`src/rtl/acc_requantizer.sv`:
```
// acc_requantizer: converts 2*DATA_WIDTH signed accumulator results into
// DATA_WIDTH activations (round-half-up, arithmetic shift, saturate, optional
// ReLU). Results are buffered in a small credit-managed output FIFO.
// A saturation event counter is kept for debug.
// Optional feature macro: REQUANT_RELU_EN (adds runtime ReLU selected by relu_en).
module acc_requantizer #(
  parameter int DATA_WIDTH = 16,
  parameter int FRAC_BITS  = 8,
  parameter int FIFO_DEPTH = 4
) (
  input  logic                      clk,
  input  logic                      rst_n,
  input  logic                      clear_stats,
  input  logic                      relu_en,
  input  logic                      acc_valid,
  output logic                      acc_ready,
  input  logic [2*DATA_WIDTH-1:0]   acc_in,
  output logic                      out_valid,
  input  logic                      out_ready,
  output logic [DATA_WIDTH-1:0]     out_data,
  output logic                      sat_flag,
  output logic [15:0]               sat_count
);

  localparam int IW = 2 * DATA_WIDTH;         // accumulator width
  localparam int SW = IW + 1 - FRAC_BITS;     // width of the shifted value
  localparam int AW = $clog2(FIFO_DEPTH);     // FIFO pointer width
  localparam int CW = AW + 1;                 // FIFO occupancy width

  localparam logic [IW:0]          RND     = (IW + 1)'(1) << (FRAC_BITS - 1);
  localparam logic signed [SW-1:0] SAT_MAX = {{(SW - DATA_WIDTH + 1){1'b0}}, {(DATA_WIDTH - 1){1'b1}}};
  localparam logic signed [SW-1:0] SAT_MIN = {{(SW - DATA_WIDTH + 1){1'b1}}, {(DATA_WIDTH - 1){1'b0}}};
  localparam logic [CW:0]          DEPTH_C = (CW + 1)'(FIFO_DEPTH);

  // Pipeline state
  logic                         s1_valid_reg;
  logic signed [SW-1:0]         s1_data_reg;
  logic                         s2_valid_reg;
  logic [DATA_WIDTH-1:0]        s2_data_reg;
  logic                         s2_sat_reg;
  logic [DATA_WIDTH-1:0]        s2_data_next;
  logic                         s2_sat_next;

  // FIFO state
  logic [DATA_WIDTH:0]          fifo_mem [FIFO_DEPTH];
  logic [AW-1:0]                wr_ptr_reg;
  logic [AW-1:0]                rd_ptr_reg;
  logic [CW-1:0]                count_reg;
  logic [DATA_WIDTH:0]          head;
  logic                         push;
  logic                         pop;

  logic [15:0]                  sat_count_reg;
  logic signed [IW:0]           t_sum;
  logic [CW:0]                  credits_used;
  logic                         unused_frac;

  // Round by adding half an output LSB before the arithmetic shift; the
  // extra sign bit keeps the addition from overflowing.
  assign t_sum       = $signed({acc_in[IW-1], acc_in}) + $signed(RND);
  assign unused_frac = ^t_sum[FRAC_BITS-1:0];

  // Every beat in flight already owns a FIFO slot, so the stages never stall.
  assign credits_used = {1'b0, count_reg}
                      + {{CW{1'b0}}, s1_valid_reg}
                      + {{CW{1'b0}}, s2_valid_reg};
  assign acc_ready    = credits_used < DEPTH_C;

  assign push = s2_valid_reg;
  assign pop  = out_valid && out_ready;

  // Stage 1: capture the rounded, shifted accumulator value.
  always_ff @(posedge clk or negedge rst_n) begin
    if (!rst_n) begin
      s1_valid_reg <= 1'b0;
      s1_data_reg  <= '0;
    end else begin
      s1_valid_reg <= acc_valid && acc_ready;
      s1_data_reg  <= t_sum[IW:FRAC_BITS];
    end
  end

  // Stage 2 combinational: clamp to the output range, then optional ReLU.
  always_comb begin
    s2_sat_next  = 1'b0;
    s2_data_next = s1_data_reg[DATA_WIDTH-1:0];
    if (s1_data_reg > SAT_MAX) begin
      s2_sat_next  = 1'b1;
      s2_data_next = {1'b0, {(DATA_WIDTH - 1){1'b1}}};
    end else if (s1_data_reg < SAT_MIN) begin
      s2_sat_next  = 1'b1;
      s2_data_next = {1'b1, {(DATA_WIDTH - 1){1'b0}}};
    end
`ifdef REQUANT_RELU_EN
    if (relu_en && s2_data_next[DATA_WIDTH-1]) begin
      s2_data_next = '0;
    end
`endif
  end

`ifndef REQUANT_RELU_EN
  logic unused_relu;
  assign unused_relu = relu_en;
`endif

  // Stage 2 register: saturated/ReLU'd value heading into the FIFO.
  always_ff @(posedge clk or negedge rst_n) begin
    if (!rst_n) begin
      s2_valid_reg <= 1'b0;
      s2_data_reg  <= '0;
      s2_sat_reg   <= 1'b0;
    end else begin
      s2_valid_reg <= s1_valid_reg;
      s2_data_reg  <= s2_data_next;
      s2_sat_reg   <= s2_sat_next;
    end
  end

  // FIFO storage: contents need no reset because the head is masked when empty.
  always_ff @(posedge clk) begin
    if (push) begin
      fifo_mem[wr_ptr_reg] <= {s2_sat_reg, s2_data_reg};
    end
  end

  // FIFO pointers and occupancy; simultaneous push and pop leave count unchanged.
  always_ff @(posedge clk or negedge rst_n) begin
    if (!rst_n) begin
      wr_ptr_reg <= '0;
      rd_ptr_reg <= '0;
      count_reg  <= '0;
    end else begin
      if (push) wr_ptr_reg <= wr_ptr_reg + AW'(1);
      if (pop)  rd_ptr_reg <= rd_ptr_reg + AW'(1);
      case ({push, pop})
        2'b10:   count_reg <= count_reg + CW'(1);
        2'b01:   count_reg <= count_reg - CW'(1);
        default: count_reg <= count_reg;
      endcase
    end
  end

  // Saturation counter: clear wins over increment, sticks at all-ones.
  always_ff @(posedge clk or negedge rst_n) begin
    if (!rst_n) begin
      sat_count_reg <= '0;
    end else if (clear_stats) begin
      sat_count_reg <= '0;
    end else if (push && s2_sat_reg && (sat_count_reg != 16'hFFFF)) begin
      sat_count_reg <= sat_count_reg + 16'd1;
    end
  end

  assign head      = fifo_mem[rd_ptr_reg];
  assign out_valid = (count_reg != '0);
  assign out_data  = out_valid ? head[DATA_WIDTH-1:0] : '0;
  assign sat_flag  = out_valid ? head[DATA_WIDTH] : 1'b0;
  assign sat_count = sat_count_reg;

endmodule

```
`config.mk`:
```
export PLATFORM = sky130hd
export DESIGN_NAME = acc_requantizer
export DESIGN_NICKNAME = d
export VERILOG_FILES = /design/src/rtl/acc_requantizer.sv
export SDC_FILE = /design/constraint.sdc
export NUM_CORES = 1
export LEC_CHECK = 0
export BUFFER_PORTS_ARGS = -buffer_cell sky130_fd_sc_hd__buf_2
export CORE_UTILIZATION = 35
export CTS_BUF_LIST = sky130_fd_sc_hd__clkbuf_8
export DETAILED_ROUTE_END_ITERATION = 10
export GPL_ROUTABILITY_DRIVEN = 1
export PLACE_DENSITY_LB_ADDON = 0.15
export SLEW_MARGIN = 40
export SYNTH_ARGS = -nofsm -noshare
export SYNTH_HDL_FRONTEND = slang
export SYNTH_SLANG_ARGS = --single-unit
```
`constraint.sdc`:
```
create_clock -name clk -period 2 [get_ports clk]
set_input_delay 0.4 -clock clk [delete_from_list [all_inputs] [get_ports clk]]
set_output_delay 0.4 -clock clk [all_outputs]
set_load 0.01 [all_outputs]
```
# Word level (Yosys, flattened, before mapping)
# Memories as Yosys holds them, arrays and structs flattened.
# Index checks and enable logic that the tools add are counted.
[totals] input_bits=38 memories=1 out_inout_bits=35 ramBits=68 reg_bits=67 elab_cells=42
[memory_table] name="fifo_mem" words=4 word_bits=17 read_ports=1 rd_clocked_by_memory_dff=0 write_ports=1 line_no="45" text="logic [DATA_WIDTH:0] fifo_mem [FIFO_DEPTH];"
[op_classes] order_cmp=3 mux=11 addsub=8 n_reduce_logical=7 n_eq_ne=3
[op_table] op="two-way mux 16 bit" count=5
[op_table] op="adder 32 x 9 -> 33 bit, second input constant" count=1
[op_table] op="greater-than comparator 25 x 16 -> 1 bit, second input constant" count=1
[op_table] op="< comparator 25 x 16 -> 1 bit, second input constant" count=1
[op_table] op="adder 16 x 1 -> 16 bit, second input constant" count=1
[op_table] op="!= test 16 bit, second input constant" count=1
[op_table] op="case mux 3 bit (2 select lines)" count=1
[op_table] op="two-way mux 1 bit" count=5
[op_table] op="adder 2 x 1 -> 2 bit, second input constant" count=2
[op_table] op="adder 3 x 1 -> 4 bit" count=1
[op_table] op="adder 4 x 1 -> 4 bit" count=1
[op_table] op="logical AND 1 bit" count=4
[op_table] op="< comparator 4 x 3 -> 1 bit, second input constant" count=1
[op_table] op="nonzero test 2 bit" count=2
[op_table] op="adder 3 x 1 -> 3 bit, second input constant" count=1
[op_table] op="nonzero test 3 bit" count=1
[op_table] op="subtractor 3 x 1 -> 3 bit, second input constant" count=1
[op_table] op="== test 2 x 1 -> 1 bit, second input constant" count=1
[op_table] op="== test 2 bit, second input constant" count=1

# Longest topological paths before layout
# Gate-level depths: netlist of run 1.
[depth] word_depth=4 depth_mapped=9 depth_no_buf=8

# Worst setup path after synthesis of run 1
# OpenSTA, ideal clock, no wires.
[synth_timing] path_kind="register to output" from="reg rd_ptr_reg[0]" to="out out_data[10]" n_path_buf=2 t_required_ns=1.600 path_stages_with_launch=5 slack_ns=0.008 arrival_ns=1.592 cell_sequence="dfrtp_1 > buf_2 > buf_2 > mux4_2 > and2_1"
[synth_via] elab_chain_cells=2
[synth_rtl] item="start: declaration" line_no="47" text="logic [AW-1:0] rd_ptr_reg;"
[synth_rtl] item="start signal: assignment" line_no="134" text="if (pop) rd_ptr_reg <= rd_ptr_reg + AW'(1);"
[synth_rtl] item="memory (4 x 17 bit)"
[synth_rtl] item="two-way mux 16 bit" line_no="156" text="assign out_data = out_valid ? head[DATA_WIDTH-1:0] : '0;"
[synth_rtl] item="end: declaration" line_no="20" text="output logic [DATA_WIDTH-1:0] out_data,"
# Every way passes these cells.

# Final worst setup path of run 1
[layout_timing] from="reg rd_ptr_reg[0]" to="out out_data[14]"
# Same word-level chain as after synthesis.

==> results.md, run 1 <==
* Status: finished with violations
* Violated checks: negative setup slack
* Post-synth EDFFs at 68
* CTS Root Buffer Type: clkbuf_8
* Largest register FFs at 68
* Crit path largest cell delay at 0.51 ns
* Sequential fraction of the synthesis area at 65.83%
* Initial Util at 35.69%
* Antenna diodes at 0
* Xor/xnor share of the synthesized area at 4.651%
* Final Skew at 0.007194 ns
* DIE WIDTH at 129.0 um
* Initial antenna violation count at 0
* Critical Path Start Type: register
* Simple-gate portion of the synthesized area at 12.80%
* Slew @ Worst Pin at 0.4737 ns
* GR Util All Layers at 14.08%
* Vias at 3399
* GPL Wtd Cong at 0.8090
* Mean routed wirelength per cell at 14.81 um
* CP top delay family: multiplexers
* Worst Setup Slack, final at -0.1895 ns
* DRC Markers at 0
* P per Cell Area at 1184 nW/um^2
* Share of synthesized area spent on multiplexers at 7.353%
* Port-buffer cells at 64
* ANT nets after route at 0
* Commonest non-fill, non-tap cell in the layout: edfxtp_1
* Max-cap violations at 0
* Post-synth top area cell: edfxtp_1
* Crit path cell chain: buf_6, mux4_2, and2_4, buf_2
* Mean Syn Cell Area at 14.64 sq um
* Area contributors post-synth: edfxtp_1 (36%), dfrtp_1 (30%), mux4_2 (6.8%)
* Crit. End Element: primary output
* Final #Nets at 529
* Tightest Hold Check Type: in2reg
* Gate Count Post-Synth at 386
* Setup tns final at -2.918 ns
* Buf+Inv Stages, Crit Path at 2
* Crit share post-route at 109.5%
* RSZ-0062 raised after global routing: true
* Synth-to-layout area growth at 23.17%
* LEAKAGE at 2.745 nW
* Max-slew headroom at 68.38%
* CP Data Required Time at 1.60 ns
* Clock sink count at 135
* Synthesized net count at 433
* Crit Path Class: reg2out
* Data arrival time of the critical path at 1.79 ns
* Peak supply drop at 0.0003661 V
* CTS Buf Count at 17
* Achievable clock frequency at 456.7 MHz
* Fin. Hold Viols at 0
* Die Y at 129.0 um
* Async set-reset flop share out of synthesis at 49.63%
* Core Region at 15830 sq um
* Pre-antenna DRT Iters at 4
* Compound-cell area share of the yosys netlist at 5.471%
* Gr ovfl total at 0
* Yosys reg bits at 135
* Largest family of logic cells by synthesized area: simple AND/OR/NAND/NOR gates
* Post-synthesis adder-cell area fraction at 2.126%
* DP Worst Slack at 0.09328 ns
* Fin area at 6958 sq um
* H-Tree Depth at 4
* Clk pin slew, worst setup/hold paths at 0.07 ns
* Top FF cell, synth: edfxtp_1
* Final core occ at 43.96%
* Number of placement rows at 46
* Layout cells sized above 1 at 32.32%
* Area of the die at 16650 sq um
* DR iter-0 viols at 162
* Final min period at 2.190 ns
* Unique masters post-synth at 41
* Share of the synthesized area in the top cell type at 36.15%
* CTS tree: yes
* Total power at 8.237 mW
* Slowest-stage cell, CP: mux4_2
* Placed Area at 6376 sq um
* I/O pins at 73
* Clk buf depth at 2
* Area of the mapped netlist at 5649 sq um
* DPL Wire Length at 7015 um
* Setup-failing EPs final at 17
* YS warnings at 0
* Vias in the first global route at 3438
* First-pass GRT wire length at 17310 um
* DRT Wirelength at 10530 um
* Worst-Skew Late Latency at 0.43 ns
* Crit path max fanout at 5
* Most frequent cells in the layout: edfxtp_1 (68), dfrtp_1 (65), buf_2 (58), buf_4 (20)
* Largest net degree at the start of global routing at 51
* Slew Limit Fails at 0
* Vias/cell at 4.781
## area by class of cell
class | count | area, sq um
clock inverter | 14 | 185.2
inverter | 9 | 33.78
sequential | 135 | 3721
clock buffer | 18 | 247.7
fill | 1490 | 8870
timing repair buffer | 92 | 625.6
multi-input combinational | 227 | 1874
tap | 216 | 270.3
## report_power, final
part	total (mW)	internal, mW	switching (mW)
registers	3.45	3.29	0.162
clock network	2.40	1.38	1.02
logic	2.39	1.32	1.07
total	8.24	5.99	2.25
## stage by stage
stage | hold slack, ns | instances
3_3_place_gp | 0.3728 | 673
2_1_floorplan | 0.1044 | 386
5_1_grt | 0.1369 | 711
3_5_place_dp | 0.3747 | 673
6_report | 0.1610 | 711
4_1_cts | 0.1195 | 713
## Yosys cell counts (all sizes together), types with 8 or more instances
cell	n
nor4	11
nand4	11
xnor2	11
dfrtp	67
or4	11
mux4	17
and2	24
ha	8
inv	9
o31ai	10
a21o	15
edfxtp	68
xor2	19
clkbuf	11
a21oi	14
nand2	19
nand3	15
nor2	11
## routing by layer
layer | GRT usage [%] | part of all wire, % | routed length [um]
met2 | 21.91 | 47 | 4960
met4 | 5.606 | 1.6 | 170
met1 | 18.67 | 47 | 4926
met5 | 0 | 0 | 0
met3 | 4.046 | 4.5 | 475
## what timing repair did
item                                   in CTS  in global routing
gates resized for setup                    22                 10
setup endpoints to repair                  19                 20
hold buffers                                1                  0
endpoints found under the hold margin      17                  0
cloned                                      1                  0
setup buffers                               6                  1
pin swaps                                  17                  2
## kinds of logic (layout without fill, tap and decap cells)
family                     after synthesis  after routing
xor gates and xnor gates                30             30
and+or+nand+nor                        121            121
AOI/OAI and AO/OA                       47             47
DFF                                    135            135
adders and majority gates                9              9
buffers and inverters                   24            133
muxes                                   20             20
## path summary, 6_finish.rpt
| kind | end | start | cells after the start | slack [ns] |
|---|---|---|---|---|
| worst max-delay path | out_data[14] | rd_ptr_reg[0]$_DFFE_PN0N_ | 4 | -0.19 |
| worst min-delay path | s1_data_reg[20]$_DFF_PN0_ | acc_in[28] | 2 | 0.16 |
| worst max register to register | count_reg[2]$_DFFE_PN0P_ | count_reg[1]$_DFFE_PN0P_ | 8 | 0.14 |
| worst min register to register | push$_DFF_PN0_ | s1_valid_reg$_DFF_PN0_ | 0 | 0.41 |
| max in group asynchronous | s1_data_reg[1]$_DFF_PN0_ | rst_n | 3 | 0.93 |
| min in group asynchronous | count_reg[2]$_DFFE_PN0P_ | rst_n | 2 | 0.45 |
Note: power is estimated with default switching activity, not from simulation.
==> run 2, diff against run 1 <==
==> constraint.sdc (replaced) <==
create_clock -name clk -period 2.8 [get_ports clk]
set_input_delay 0.56 -clock clk [delete_from_list [all_inputs] [get_ports clk]]
set_output_delay 0.56 -clock clk [all_outputs]
set_load 0.01 [all_outputs]
==> results.md, run 2 (synthesized netlist as in run 1, its figures left out) <==
* Critical Path Start Type: register
* First-pass GRT wire length at 16720 um (-3.4%)
* Most frequent cells in the layout: edfxtp_1 (68), dfrtp_1 (67), buf_2 (64), and2_1 (24)
* Initial Util at 35.69% (unchanged)
* CP Data Required Time at 2.24 ns (+0.64 ns)
* DRT Wirelength at 10280 um (-2.4%)
* Placed insts at 663 (-1.5%)
* Synth-to-layout area growth at 18.14%
* Status: complete, no violations
* Tightest Hold Check Type: in2async
* Total power at 5.353 mW (-35%)
* P per Cell Area at 802.1 nW/um^2 (-32%)
* Slew @ Worst Pin at 0.7487 ns (+0.2750 ns)
* Slew Limit Fails at 0 (unchanged)
* LEAKAGE at 2.599 nW (-5.3%)
* Number of placement rows at 46 (unchanged)
* Final #Nets at 513 (-3.0%)
* Layout cells sized above 1 at 27.35% (-5.0 points)
* Post-CTS Hold Fix Bufs at 0 (-1)
* Crit Path Class: reg2out
* Pre-antenna DRT Iters at 4 (unchanged)
* Initial antenna violation count at 0 (unchanged)
* Final Skew at 0.009833 ns (+0.002640 ns)
* Clk buf depth at 2 (unchanged)
* Crit path max fanout at 16 (+11)
* Fin. Hold Viols at 0 (unchanged)
* Area of the die at 16650 sq um (unchanged)
* Data arrival time of the critical path at 1.96 ns (+0.17 ns)
* Mean routed wirelength per cell at 14.79 um (-0.17%)
* Vias in the first global route at 3374 (-1.9%)
* Achievable clock frequency at 397.5 MHz
* Port-buffer cells at 64 (unchanged)
* H-Tree Depth at 4 (unchanged)
* ANT nets after route at 0 (unchanged)
* Vias/cell at 4.744 (-0.77%)
* Crit share post-route at 89.84%
* Setup Fix Bufs, Post-CTS at 0 (-6)
* Setup tns final at 0 ns (+2.918 ns)
* Clock sink count at 135 (unchanged)
* Vias at 3297 (-3.0%)
* Commonest non-fill, non-tap cell in the layout: edfxtp_1
* Setup-failing EPs final at 0 (-17)
* Antenna diodes at 0 (unchanged)
* CTS Buf Count at 17 (unchanged)
* Largest register FFs at 68 (unchanged)
* DIE WIDTH at 129.0 um (unchanged)
* Largest net degree at the start of global routing at 68 (+33%)
* RSZ-0062 raised after global routing: false
* DR iter-0 viols at 116 (-28%)
* Max-slew headroom at 49.70% (-19 points)
* Clk pin slew, worst setup/hold paths at 0.07 ns (about the same)
* GPL Wtd Cong at 0.6917 (-14%)
* Final min period at 2.515 ns
* Peak supply drop at 0.0002870 V (-22%)
* CTS tree: yes
* Worst-Skew Late Latency at 0.42 ns (about the same)
* CTS Root Buffer Type: clkbuf_8
* Final Non-Filler Cells at 695 (-2.3%)
* I/O pins at 73 (unchanged)
* Core Region at 15830 sq um (unchanged)
* Gr ovfl total at 0 (unchanged)
* Cells resized by post-CTS repair at 0 (-100%)
* R2r setup slk at 0.61 ns (+0.47 ns)
* DPL Wire Length at 6970 um (-0.64%)
* Max-cap violations at 0 (unchanged)
* Die Y at 129.0 um (unchanged)
* Crit. End Element: primary output
* GR Util All Layers at 13.52% (-0.56 points)
* DRC Markers at 0 (unchanged)
[run 2: changes by cell type in the layout (fill, tap and decap cells not counted), sizes merged]
cell / before / now
bufinv: 4 / 2
buf: 91 / 76
clkinvlp: 3 / 4
clkinv: 5 / 6
dlygate4sd3: 1 / 0
inv: 11 / 12
clkbuf: 18 / 17
[run 2: path summary, 6_finish.rpt]
| path | startpoint | end | cells past startpoint |
|---|---|---|---|
| setup / recovery | rd_ptr_reg[0]$_DFFE_PN0N_ | out_data[7] | 4 |
| hold / removal | rst_n | count_reg[2]$_DFFE_PN0P_ | 2 |
| setup reg to reg | sat_count[0]$_DFFE_PN0P_ | sat_count[9]$_DFFE_PN0P_ | 5 |
| hold reg to reg | s1_valid_reg$_DFF_PN0_ | push$_DFF_PN0_ | 0 |
| max in group asynchronous | rst_n | s2_data_reg[14]$_DFF_PN0_ | 2 |
| min in group clk | acc_in[28] | s1_data_reg[20]$_DFF_PN0_ | 2 |
[run 2: through the flow]
step	setup WS [ns]	hold slack [ns]	instance area, sq um	util (%)
global placement	0.6881	0.3815	6301	39.81
floorplan	0.6477	0.2644	5649	-
finish	0.2845	0.1338	6674	42.17
detailed placement	0.6359	0.3785	6301	39.81
global route	0.1359	0.1402	6674	42.17
CTS	0.2340	0.1309	6674	42.17
[run 2: layout make-up]
class                           instances  area [sq um]
Clock buffer                           17         234.0
Timing Repair Buffer                   76         447.9
Fill cell                            1510          9154
Tap cell                              216         270.3
Multi-Input combinational cell        227          1831
Sequential cell                       135          3719
Clock inverter                         15         138.9
Inverter                                9         33.78
[run 2: report_power, final]
part / leakage, nW / switching, mW / total [mW] / internal [mW]
clock: 0.188 / 0.723 / 1.50 / 0.777
sequential: 1.42 / 0.156 / 2.50 / 2.35
combinational: 0.992 / 0.659 / 1.35 / 0.692
[run 2: worst max-delay path: stages (launching register included)]
cell and delay, ns:
dfrtp_1 0.46, buf_12 0.22, mux4_2 0.54, and2_1 0.17, buf_2 0.13
[run 2: routing by layer]
layer | vias up | global-route usage (%) | routed length, um
li1 | 1606 | - | -
met1 | 1618 | 17.80 | 4839
met2 | 65 | 21.40 | 4946
met3 | 8 | 3.716 | 378
met4 | 0 | 5.190 | 112
met5 | - | 0 | 0
==> run 3, diff against run 2 <==
==> constraint.sdc (replaced) <==
create_clock -name clk -period 2.4 [get_ports clk]
set_input_delay 0.48 -clock clk [delete_from_list [all_inputs] [get_ports clk]]
set_output_delay 0.48 -clock clk [all_outputs]
set_load 0.01 [all_outputs]
==> results.md, run 3 (synthesized netlist as in run 1, its figures left out) <==
* Vias/cell at 4.763 (+0.40%)
* Largest net degree at the start of global routing at 68 (unchanged)
* Crit path largest cell delay at 0.54 ns (about the same)
* Commonest non-fill, non-tap cell in the layout: edfxtp_1
* Sw Pwr at 1.805 mW (+17%)
* Post-CTS Hold Fix Bufs at 0 (unchanged)
* Hold_ws at 0.04912 ns (-0.08467 ns)
* CTS Buf Count at 17 (unchanged)
* DP Worst Slack at 0.4141 ns (-0.2217 ns)
* I/O pins at 73 (unchanged)
* Final Non-Filler Cells at 700 (+0.72%)
* DR iter-0 viols at 201 (+73%)
* Combinational power share at 26.5% (+1.3 points)
* Vias in the first global route at 3363 (-0.33%)
* Number of placement rows at 46 (unchanged)
* DRC Markers at 0 (unchanged)
* Final #Nets at 519 (+1.2%)
* Final Skew at 0.007302 ns (-0.002532 ns)
* Initial Util at 35.69% (unchanged)
* Placed insts at 668 (+0.75%)
* Layout cells sized above 1 at 29.13% (+1.8 points)
* CTS tree: yes
* Data arrival time of the critical path at 1.85 ns (-0.11 ns)
* CP Data Required Time at 1.92 ns (-0.32 ns)
* Worst Setup Slack, final at 0.06890 ns (-0.2156 ns)
* Tightest Hold Check Type: in2async
* Achievable clock frequency at 429.0 MHz
* H-Tree Depth at 4 (unchanged)
* ANT nets after route at 0 (unchanged)
* LEAKAGE at 2.640 nW (+1.6%)
* Crit path max fanout at 10 (-6)
* Crit. End Element: primary output
* Antenna diodes at 0 (unchanged)
* Pre-antenna DRT Iters at 5 (+1)
* Max-cap violations at 0 (unchanged)
* Gr ovfl total at 0 (unchanged)
* Setup-failing EPs final at 0 (unchanged)
* Sw Ratio at 28.10% (-0.62 points)
* Max-slew headroom at 68.44% (+19 points)
* Mean routed wirelength per cell at 14.82 um (+0.20%)
* Peak supply drop at 0.0003746 V (+31%)
* DIE WIDTH at 129.0 um (unchanged)
* Clk pin slew, worst setup/hold paths at 0.07 ns (about the same)
* Slew @ Worst Pin at 0.4691 ns (-0.2797 ns)
* Final core occ at 42.66% (+0.50 points)
* DRT Wirelength at 10370 um (+0.92%)
* Worst-Skew Late Latency at 0.42 ns (about the same)
* Die Y at 129.0 um (unchanged)
* Internal Dissipation at 4.619 mW (+21%)
* Synth-to-layout area growth at 19.53%
* Vias at 3334 (+1.1%)
* Area of the die at 16650 sq um (unchanged)
* Fin. Hold Viols at 0 (unchanged)
* Port-buffer cells at 64 (unchanged)
* Final min period at 2.331 ns
* Initial antenna violation count at 0 (unchanged)
* Largest register FFs at 68 (unchanged)
* Core Region at 15830 sq um (unchanged)
* Crit path cell chain: buf_12, mux4_2, and2_1, buf_2
* RSZ-0062 raised after global routing: true
* Clk buf depth at 2 (unchanged)
* Clock sink count at 135 (unchanged)
* P per Cell Area at 951.4 nW/um^2 (+19%)
* GPL Wtd Cong at 0.7508 (+8.5%)
* Sequential share of power at 45.0% (-1.8 points)
* Slew Limit Fails at 0 (unchanged)
* Crit Path Class: reg2out
* Status: complete, no violations
* Slowest-stage cell, CP: mux4_2
* DPL Wire Length at 6995 um (+0.36%)
* Critical Path Start Type: register
* First-pass GRT wire length at 16860 um (+0.83%)
* CTS Root Buffer Type: clkbuf_8
* GR Util All Layers at 13.68% (+0.15 points)
* Most frequent cells in the layout: edfxtp_1 (68), dfrtp_1 (66), buf_2 (64), and2_1 (21)
* Clock power frac at 28.5% (+0.5 points)
* Crit share post-route at 97.13%
[run 3: worst paths after layout]
| path | start | endpoint | slack, ns | cells after the start |
|---|---|---|---|---|
| setup / recovery | rd_ptr_reg[0]$_DFFE_PN0N_ | out_data[15] | 0.07 | 4 |
| hold / removal | rst_n | count_reg[1]$_DFFE_PN0P_ | 0.05 | 2 |
| setup reg to reg | count_reg[0]$_DFFE_PN0P_ | count_reg[2]$_DFFE_PN0P_ | 0.47 | 8 |
| hold reg to reg | s1_valid_reg$_DFF_PN0_ | push$_DFF_PN0_ | 0.39 | 0 |
| max in group asynchronous | rst_n | s2_data_reg[12]$_DFF_PN0_ | 2.05 | 2 |
| min in group clk | acc_in[28] | s1_data_reg[20]$_DFF_PN0_ | 0.25 | 2 |
[run 3: power groups by stage]
stage                     clock [mW]  sequential (mW)  combinational [mW]
final                           1.83             2.89                1.70
after global routing            2.00             2.92                1.89
after CTS                       1.90             2.88                1.68
after detailed placement           0             2.93                1.68
after global placement             0             2.92                1.64
after floorplan                    0             2.87                1.09
[run 3: layer usage]
metal	share of wire [%]	global-route usage [%]	routed length, um	vias up
met5	0	0	0	-
met4	1.0	4.498	108	0
met3	4.6	4.459	477	7
met2	47	21.53	4901	83
met1	47	17.94	4885	1627
li1	-	-	-	1617
[run 3: metrics by stage]
step	instance area [sq um]	power (mW)	setup TNS (ns)
6_report	6753	6.424	0
5_1_grt	6753	6.816	-0.01597
4_1_cts	6719	6.461	0
3_5_place_dp	6326	4.611	0
3_3_place_gp	6326	4.559	0
2_1_floorplan	5649	3.963	0
[run 3: area by class of cell]
type / count / area (sq um)
clock inverters: 14 / 158.9
flip-flops and latches: 135 / 3720
multi-input cells: 227 / 1838
repair buffers: 82 / 498.0
fillers: 1495 / 9075
inverters: 9 / 33.78
clock buffers: 17 / 234.0
well taps: 216 / 270.3
[run 3: what timing repair did]
action / in CTS / in global routing
gates resized for setup: 0 / 4
buffers inserted: 0 / 0
setup endpoints to repair: 0 / 8
[run 3: critical path, delay by kind of cell, from the launching register on]
kind,cells,cell delay (ns)
flops,1,0.42
simple gates,1,0.17
buf+inv,2,0.29
mux,1,0.54
